==> src/rtl/fan_temp_scheduler.sv <==
// Temperature-driven fan scheduler: periodic sampling, 4-tap average, hysteretic level, PWM.
// Build option FAN_FORCE_FULL_ON_FAULT_EN: force full speed while sensor fault is active.
`timescale 1ns/1ps
module fan_temp_scheduler #(
   parameter logic [11:0] SAMPLE_PERIOD = 12'd560,
   parameter logic [7:0]  T1            = 8'd24,
   parameter logic [7:0]  T2            = 8'd28,
   parameter logic [7:0]  T3            = 8'd32,
   parameter logic [7:0]  HYST          = 8'd2
) (
   input  logic       clk_200kHz,
   input  logic       rst,
   input  logic       enable,
   input  logic [7:0] temperature,
   output logic [7:0] avg_temp,
   output logic [1:0] fan_level,
   output logic [7:0] pwm_duty,
   output logic       fan_pwm,
   output logic       sample_valid,
   output logic       fault
);

`ifdef FAN_FORCE_FULL_ON_FAULT_EN
   localparam bit FORCE_ON_FAULT = 1'b1;
`else
   localparam bit FORCE_ON_FAULT = 1'b0;
`endif

   typedef enum logic [2:0] {
      S_IDLE,
      S_WAIT,
      S_SAMPLE,
      S_AVERAGE,
      S_DECIDE
   } state_t;

   state_t      state;
   state_t      state_nxt;
   logic [11:0] period_cnt;
   logic [7:0]  sbuf [4];
   logic        primed;
   logic [1:0]  invalid_cnt;
   logic [7:0]  pwm_cnt;
   logic [9:0]  sum;
   logic [7:0]  t_up;
   logic [7:0]  t_dn;
   logic [1:0]  level_nxt;
   logic        sample_ok;
   logic        period_done;

   assign sample_ok   = (temperature != 8'd0);
   assign period_done = (period_cnt == SAMPLE_PERIOD - 12'd1);
   assign sum = {2'b00, sbuf[0]} + {2'b00, sbuf[1]}
              + {2'b00, sbuf[2]} + {2'b00, sbuf[3]};

   always_ff @(posedge clk_200kHz) begin
      if (rst) state <= S_IDLE;
      else     state <= state_nxt;
   end

   always_comb begin
      state_nxt = state;
      if (!enable) begin
         state_nxt = S_IDLE;
      end else begin
         unique case (state)
            S_IDLE:    state_nxt = S_WAIT;
            S_WAIT:    if (period_done) state_nxt = S_SAMPLE;
            S_SAMPLE:  state_nxt = sample_ok ? S_AVERAGE : S_WAIT;
            S_AVERAGE: state_nxt = S_DECIDE;
            S_DECIDE:  state_nxt = S_WAIT;
            default:   state_nxt = S_IDLE;
         endcase
      end
   end

   // Thresholds are all >= HYST, so t_dn never underflows.
   always_comb begin
      t_up = T3;
      t_dn = 8'd0;
      unique case (fan_level)
         2'd0: t_up = T1;
         2'd1: begin t_up = T2; t_dn = T1 - HYST; end
         2'd2: begin t_up = T3; t_dn = T2 - HYST; end
         default: t_dn = T3 - HYST;
      endcase
   end

   always_comb begin
      level_nxt = fan_level;
      unique case (1'b1)
         (fan_level != 2'd3) && (avg_temp >= t_up):
            level_nxt = fan_level + 2'd1;
         (fan_level != 2'd0) && (avg_temp < t_dn):
            level_nxt = fan_level - 2'd1;
         default: level_nxt = fan_level;
      endcase
   end

   always_ff @(posedge clk_200kHz) begin
      if (rst) begin
         period_cnt   <= 12'd0;
         primed       <= 1'b0;
         invalid_cnt  <= 2'd0;
         fault        <= 1'b0;
         avg_temp     <= 8'd0;
         fan_level    <= 2'd0;
         sample_valid <= 1'b0;
         for (int i = 0; i < 4; i++) sbuf[i] <= 8'd0;
      end else begin
         sample_valid <= 1'b0;
         if (!enable) begin
            period_cnt <= 12'd0;
            primed     <= 1'b0;
            fan_level  <= 2'd0;
         end else begin
            unique case (state)
               S_IDLE: period_cnt <= 12'd0;
               S_WAIT: period_cnt <= period_done ? 12'd0 : period_cnt + 12'd1;
               S_SAMPLE: begin
                  if (sample_ok) begin
                     invalid_cnt <= 2'd0;
                     fault       <= 1'b0;
                     primed      <= 1'b1;
                     if (!primed) begin
                        for (int i = 0; i < 4; i++) sbuf[i] <= temperature;
                     end else begin
                        for (int i = 3; i > 0; i--) sbuf[i] <= sbuf[i-1];
                        sbuf[0] <= temperature;
                     end
                  end else begin
                     if (invalid_cnt != 2'd3) invalid_cnt <= invalid_cnt + 2'd1;
                     if (invalid_cnt >= 2'd2) begin
                        fault <= 1'b1;
                        if (FORCE_ON_FAULT) fan_level <= 2'd3;
                     end
                  end
               end
               S_AVERAGE: avg_temp <= sum[9:2];
               S_DECIDE: begin
                  fan_level    <= level_nxt;
                  sample_valid <= 1'b1;
               end
               default: period_cnt <= 12'd0;
            endcase
         end
      end
   end

   always_comb begin
      pwm_duty = 8'd0;
      unique case (fan_level)
         2'd0: pwm_duty = 8'd0;
         2'd1: pwm_duty = 8'd85;
         2'd2: pwm_duty = 8'd170;
         default: pwm_duty = 8'd255;
      endcase
   end

   always_ff @(posedge clk_200kHz) begin
      if (rst) pwm_cnt <= 8'd0;
      else     pwm_cnt <= pwm_cnt + 8'd1;
   end

   // Full duty must be solid on, not 255/256.
   assign fan_pwm = (pwm_duty == 8'hFF) | (pwm_cnt < pwm_duty);

endmodule
==> config.mk <==
export PLATFORM = sky130hd
export DESIGN_NAME = fan_temp_scheduler
export DESIGN_NICKNAME = d
export VERILOG_FILES = /design/src/rtl/fan_temp_scheduler.sv
export SDC_FILE = /design/constraint.sdc
export NUM_CORES = 1
export LEC_CHECK = 0
export ABC_CLOCK_PERIOD_IN_PS = 3190
export CORE_MARGIN = 1.5
export CORE_UTILIZATION = 53
export DETAILED_ROUTE_END_ITERATION = 8
export PLACE_DENSITY = 0.76
export SLEW_MARGIN = 20
export SYNTH_ARGS = -nofsm -noshare
export SYNTH_HDL_FRONTEND = slang
export SYNTH_SLANG_ARGS = --single-unit
==> constraint.sdc <==
create_clock -name clk_200kHz -period 3.19 [get_ports clk_200kHz]
set_input_delay 0.638 -clock clk_200kHz [delete_from_list [all_inputs] [get_ports clk_200kHz]]
set_output_delay 0.638 -clock clk_200kHz [all_outputs]
set_load 0.02 [all_outputs]
==> results.ini <==
[clock_network]
numCtsBuffers = 9
cts.path.max_buffers = 2
clock_sinks = 70
worstSkewPairLatency_ps = 340
root_buffer = clkbuf_8
cts.clk_slew.worst_paths_ps = 80
tritoncts = built
cts.htree.levels = 3

[yosys]
ys_ff_latch = 70
netlist_area_mm2 = 0.00421
synth_cells = 438
avgSynthCellArea_um2 = 9.62
synth_edf_count = 32
yosysWarnings = 0
ys_async_sr_fraction = 0
synth_flop_cell = dfxtp_1
syn-num-nets = 495
synth_cell_type_count = 60
synth-seq-area-share = 0.409

[layout]
syn_to_final_growth_pct = 16.6
n_antenna_cell = 0
layout_common_cells = inv_1, nand2_1, dfxtp_1
drive_gt1_frac = 0.108
stdcell_count = 582
layout_commonest_cell = inv_1
nets = 532

[timing]
timing.fmax_ghz = 0.324
slew_viol_final = 0
fin_ws_ps = 105
hold_viol = 0
period_share = 0.967
maxSlewHeadroom = 0.496
whs_ps = 457
period_minus_slack_ps = 3090
worst_slew_pin_slew_ps = 754
setup_viol = 0
skew_ps = 9.02

[global_route]
grt_max_degree = 25
overflow = 0
antenna_found_initial = 0
track_usage = 0.212
grt_pass1_wl_mm = 14.4
grt_pass1_vias = 3017

[floorplan]
ios = 32
dieArea_mm2 = 0.00850
core_mm2 = 0.00773
die_x_um = 92.2
row_count = 32
die_h_um = 92.2
initial_core_util = 0.545

[power_and_ir_drop]
power.density_mw_per_mm2 = 410
pwr-share-clk = 0.385
p_total_mw = 2.01
vdd.ir_drop.worst_mv = 0.273
swShare = 0.254
power_leakage_nw = 2.03
p_int_mw = 1.50
power_frac_seq = 0.483
p_switching_mw = 0.512
combPwrFrac = 0.132

[setup_path]
path_class = reg2reg
required_ps = 3420
cp-end-kind = flop
path_cells = inv_1 > fa_1 > fa_1 > and3b_1 > fa_1 > a211oi_2 > o21bai_1 > a21oi_2 > nor4_1 > a311o_1
worst-r2r-setup-slack_ps = 100
slowest_delay_ps = 500
startpoint_type = flop
crit_top_cell = fa_1
critical_path_arrival_ps = 3310
worstPathMaxFanout = 3
cp_slowest_cell = fa_1

[drt]
drt_iter0_markers = 193
viasPerCell = 5.42
num_vias = 3154
routed_wirelength_mm = 8.15
ant_nets = 0
wire_per_inst_um = 14.0
drc = 0
dr.pass1.iters = 5

[place]
place_ws_ps = -51.5
dp.cells = 565
hpwl_mm = 5.96
port_buffers = 31
gp_congestion = 0.795

[job]
max_cap_violations = 0

[min_path]
hold_class = reg2reg

[status]
status = complete, no violations

flip-flops by register name, summed over array words and instances, names as in the netlist:
name          cells
avg_temp          8
fan_level         2
fault             1
invalid_cnt       2
period_cnt       12
primed            1
pwm_cnt           8
sample_valid      1
sbuf             32
state             3
cell usage after synthesis, drive strengths merged (2+ instances only):
master	n	area (um^2)
a211oi	4	30.0
a21boi	2	15.0
a21o	2	15.0
a21oi	34	170
and3	14	88.8
and3b	2	17.5
buf	9	65.1
clkbuf	9	33.8
dfxtp	38	761
edfxtp	32	961
fa	16	320
ha	30	375
inv	52	195
mux2	2	22.5
mux2i	4	40.0
nand2	41	154
nand2b	10	62.6
nand3	12	60.1
nand4	3	18.8
nor2	38	150
nor2b	8	50.1
nor3	8	45.0
nor3b	2	20.0
nor4	6	43.8
nor4bb	2	20.0
o211ai	3	22.5
o21ai	8	40.0
o31ai	3	36.3
or2	3	18.8
or4b	2	20.0
xnor2	9	78.8
xor2	11	96.3
repair_timing:
| action | 4_1_cts | 5_1_grt |
|---|---|---|
| pin swaps | 0 | 4 |
| setup buffers | 0 | 1 |
| setup endpoints to repair | 1 | 3 |
| resized for setup | 5 | 8 |
| hold buffers | 0 | 0 |
routing by layer:
metal | part of all wire | vias up | track usage | wire (um)
li1 | - | 1572 | - | -
met1 | 0.49 | 1494 | 0.300 | 3960
met5 | 0 | - | 0 | 0
met3 | 0.041 | 9 | 0.0365 | 338
met2 | 0.46 | 79 | 0.335 | 3770
met4 | 0.010 | 0 | 0.0628 | 85
area by class of cell:
class,count,area (um^2)
clock buffer,12,199
clock inverter,4,28.8
fill,610,2820
inverter,52,195
multi-input combinational,298,2230
sequential,70,1720
tap,102,128
timing repair buffer,44,405
power groups by stage:
stage	sequential, mW	clock (mW)	combinational [mW]
floorplan	0.989	0	0.185
global placement	0.992	0	0.246
detailed placement	0.994	0	0.252
CTS	0.973	0.789	0.255
global route	0.976	0.829	0.300
finish	0.973	0.775	0.266
per-stage QoR:
stage,cell area (um^2),utilization,setup TNS (ps)
after floorplan,4210,-,0
after global placement,4640,0.601,0
after detailed placement,4640,0.601,-51.5
after CTS,4880,0.631,0
after global routing,4910,0.636,-5.12
final,4910,0.636,0
path summary, 6_finish.rpt:
check,to,cells past startpoint,start
max,avg_temp[5],10,sbuf[1][1]
min,fault,2,fault
max reg2reg,avg_temp[5],10,sbuf[1][1]
min reg2reg,fault,2,fault
cell families (layout without fill, tap and decap cells):
kind of cell             count (synthesis)  in the layout  share of synthesized area
buffers and inverters                   70            112                     0.0698
flip-flops                              70             70                      0.409
multiplexers                             6              6                     0.0148
AO/OA/AOI/OAI                           69             69                      0.105
XOR/XNOR                                20             20                     0.0416
adder cells (fa/ha/maj)                 46             46                      0.165
AND/OR/NAND/NOR                        157            157                      0.195
critical path: cells and delay by family, from the launching register on:
family | cells | cell delay [ps]
AO/OA/AOI/OAI | 4 | 880
adder cells (fa/ha/maj) | 3 | 1340
buffers and inverters | 1 | 90
flip-flops | 1 | 400
AND/OR/NAND/NOR | 2 | 260
Power figures use the tool's default switching activity.
==> patch, RTL diff (same flow settings) <==
Reset style: asynchronous (`rst`), changed in 3 clocked blocks.
--- a/src/rtl/fan_temp_scheduler.sv
+++ b/src/rtl/fan_temp_scheduler.sv
@@ -53,7 +53,7 @@
    assign sum = {2'b00, sbuf[0]} + {2'b00, sbuf[1]}
               + {2'b00, sbuf[2]} + {2'b00, sbuf[3]};
 
-   always_ff @(posedge clk_200kHz) begin
+   always_ff @(posedge clk_200kHz or posedge rst) begin
       if (rst) state <= S_IDLE;
       else     state <= state_nxt;
    end
@@ -97,7 +97,7 @@
       endcase
    end
 
-   always_ff @(posedge clk_200kHz) begin
+   always_ff @(posedge clk_200kHz or posedge rst) begin
       if (rst) begin
          period_cnt   <= 12'd0;
          primed       <= 1'b0;
@@ -157,7 +157,7 @@
       endcase
    end
 
-   always_ff @(posedge clk_200kHz) begin
+   always_ff @(posedge clk_200kHz or posedge rst) begin
       if (rst) pwm_cnt <= 8'd0;
       else     pwm_cnt <= pwm_cnt + 8'd1;
    end
Function: no difference found for any inputs over 10 cycles, from zero or initial values and one cycle with rst high; that may be too few to reach the edited logic, so the function may still have changed.
==> patch against the original RTL <==
- sequential cell count did not move
- critical path depth fell by 1
- setup slack improved by 0.030 ns
- via count rose by 4.0%
- synthesized area rose by 1.3%
- design area rose by 2.5%
- wire length rose by 1.2%
- count of clock-buffer cells in the layout fell by 1
- critical endpoint is now fan_pwm
Power is not compared: it rests on default switching activity, and its combinational part moved more than twofold at a synthesized area within 25%.
==> patch: results (changes against the original RTL) <==
Logic synthesis
  • Syn_nets: 519 (+4.8%)
  • Sequential share of the synthesized area: 0.410 (+0.00189)
  • Async S/R FF share, synth: 1.00 (+1.00)
  • Adder-cell share of the synthesized area: 0.163 (-0.00208)
  • Synth Area in XOR/XNOR: 0.0205 (-0.0210)
  • Synth area leaders: dfrtp_1, ha_1, fa_1, a21oi_1, inv_1
  • Synth unique cells: 46 (-23%)
  • Synth Area in Compound Gates: 0.156 (+0.0509)
  • Top cells by count, synth: dfrtp_1, a21oi_1, inv_1
  • Post-synth EDFFs: 0 (-100%)
  • Mux contribution to synthesized area: 0.0152 (+0.000399)

Global routing
  • Initial antenna violation count: 0 (unchanged)
  • Vias in the first global route: 3201 (+6.1%)
  • Largest net degree at the start of global routing: 43 (+72%)
  • First-pass GRT wire length: 14500 um (+0.53%)
  • Global Route Usage Sum: 0.210 (-0.00211)

Outcome
  • Outcome: complete, no violations

Cells and area
  • Fillers: 651 (+6.7%)
  • Layout cells sized above 1: 0.105 (-0.00380)
  • Nets@finish: 559 (+5.1%)

STA
  • Slew margin rel.: 0.308 (-0.188)
  • Skew final: 0.0149 ns (+0.00584 ns)

Setup path
  • Crit-path max cell delay: 0.42 ns (-0.08 ns)
  • Crit Path Max Fanout: 4 (+1)
  • Crit path max-delay family: compound AO/OA/AOI/OAI gates
  • Crit-path slowest cell: dfrtp_2
  • CP required: 2.55 ns (-0.87 ns)

Power and ir drop
  • Leak: 2.33 nW
  • Power share of the clock group: 0.454
  • Int Power: 1.38 mW

CTS
  • Clk pin slew, worst setup/hold paths: 0.08 ns (about the same)

Detailed routing
  • Per-cell routed wire length: 13.6 um (-3.3%)
  • Pre-antenna DRT Iters: 4 (-1)
  • Vias/cell: 5.38 (-0.65%)
  • Iter 0 DRT Violations: 140 (-27%)

Placement
  • Pre-CTS setup slack: -0.473 ns (-0.421 ns)
  • Post-DP HPWL: 6090 um (+2.1%)
  • GPL Wtd Cong: 0.822 (+3.4%)
  • PortBufs: 31 (unchanged)
-- patch: cell count changes after synthesis, moves of 4 or more --
cell,delta
dfrtp_1,+70
xor2_1,-8
nand2b_1,-5
o21ai_0,+26
a21oi_1,+22
buf_2,+6
nor2_1,+9
and3_1,-7
edfxtp_1,-32
dfxtp_1,-38
nand2_1,-16
o31ai_1,+4
nor2b_1,+12
-- patch: power groups by stage --
stage / Clock, mW / Sequential, mW / Combinational [mW]
floorplan: 0 / 0.908 / 0.0351
global placement: 0 / 0.908 / 0.0629
detailed placement: 0 / 0.908 / 0.0639
CTS: 0.811 / 0.891 / 0.0644
global route: 0.852 / 0.891 / 0.0722
finish: 0.794 / 0.891 / 0.0630
-- patch: cell type report --
class / instances / area (sq um) / area share
clock buffers: 11 / 141 / 0.0281
multi-input cells: 320 / 2280 / 0.452
inverters: 53 / 201 / 0.0400
repair buffers: 48 / 452 / 0.0897
flip-flops and latches: 70 / 1750 / 0.348
clock inverters: 5 / 82.6 / 0.0164
well taps: 102 / 128 / 0.0254
-- patch: logic make-up after synthesis --
logic type | after synthesis
compound gates | 119
xor+xnor | 10
fa+ha+maj | 46
buf+inv | 72
flops | 70
mux | 6
simple gates | 139
-- patch: final timing paths --
kind	start	end	slack (ns)	depth (start not counted)
setup / recovery	fan_level[0]	fan_pwm	0.13	9
hold / removal	pwm_cnt[7]	pwm_cnt[7]	0.50	1
setup reg to reg	sbuf[1]	avg_temp[3]	0.28	11
hold reg to reg	pwm_cnt[7]	pwm_cnt[7]	0.50	1
max in group asynchronous	rst	sbuf[15]	1.83	3
min in group asynchronous	rst	pwm_cnt[0]	0.70	2
-- patch: repair_timing --
| item | 4_1_cts | 5_1_grt |
|---|---|---|
| gates cloned | 0 | 0 |
| setup buffers | 3 | 0 |
| gates resized for setup | 11 | 11 |
| setup endpoints to repair | 1 | 3 |
| hold buffers | 0 | 0 |
| pin swaps | 3 | 4 |
-- patch: metal layers --
metal / global-route usage / share of wire / vias to the layer above
met4: 0.0732 / 0.015 / 0
met3: 0.0427 / 0.038 / 10
met2: 0.341 / 0.47 / 72
met5: 0 / 0 / -
met1: 0.282 / 0.48 / 1565
li1: - / - / 1632
-- patch: metrics by stage --
step	hold slack, ns	utilization	instance area [sq um]	instances	TNS, ns
4_1_cts	0.504	0.644	5000	609	0
6_report	0.498	0.648	5030	609	0
3_5_place_dp	0.494	0.609	4730	590	-0.473
3_3_place_gp	0.475	0.609	4730	590	-0.169
2_1_floorplan	0.449	-	4270	462	0
5_1_grt	0.521	0.648	5030	609	0
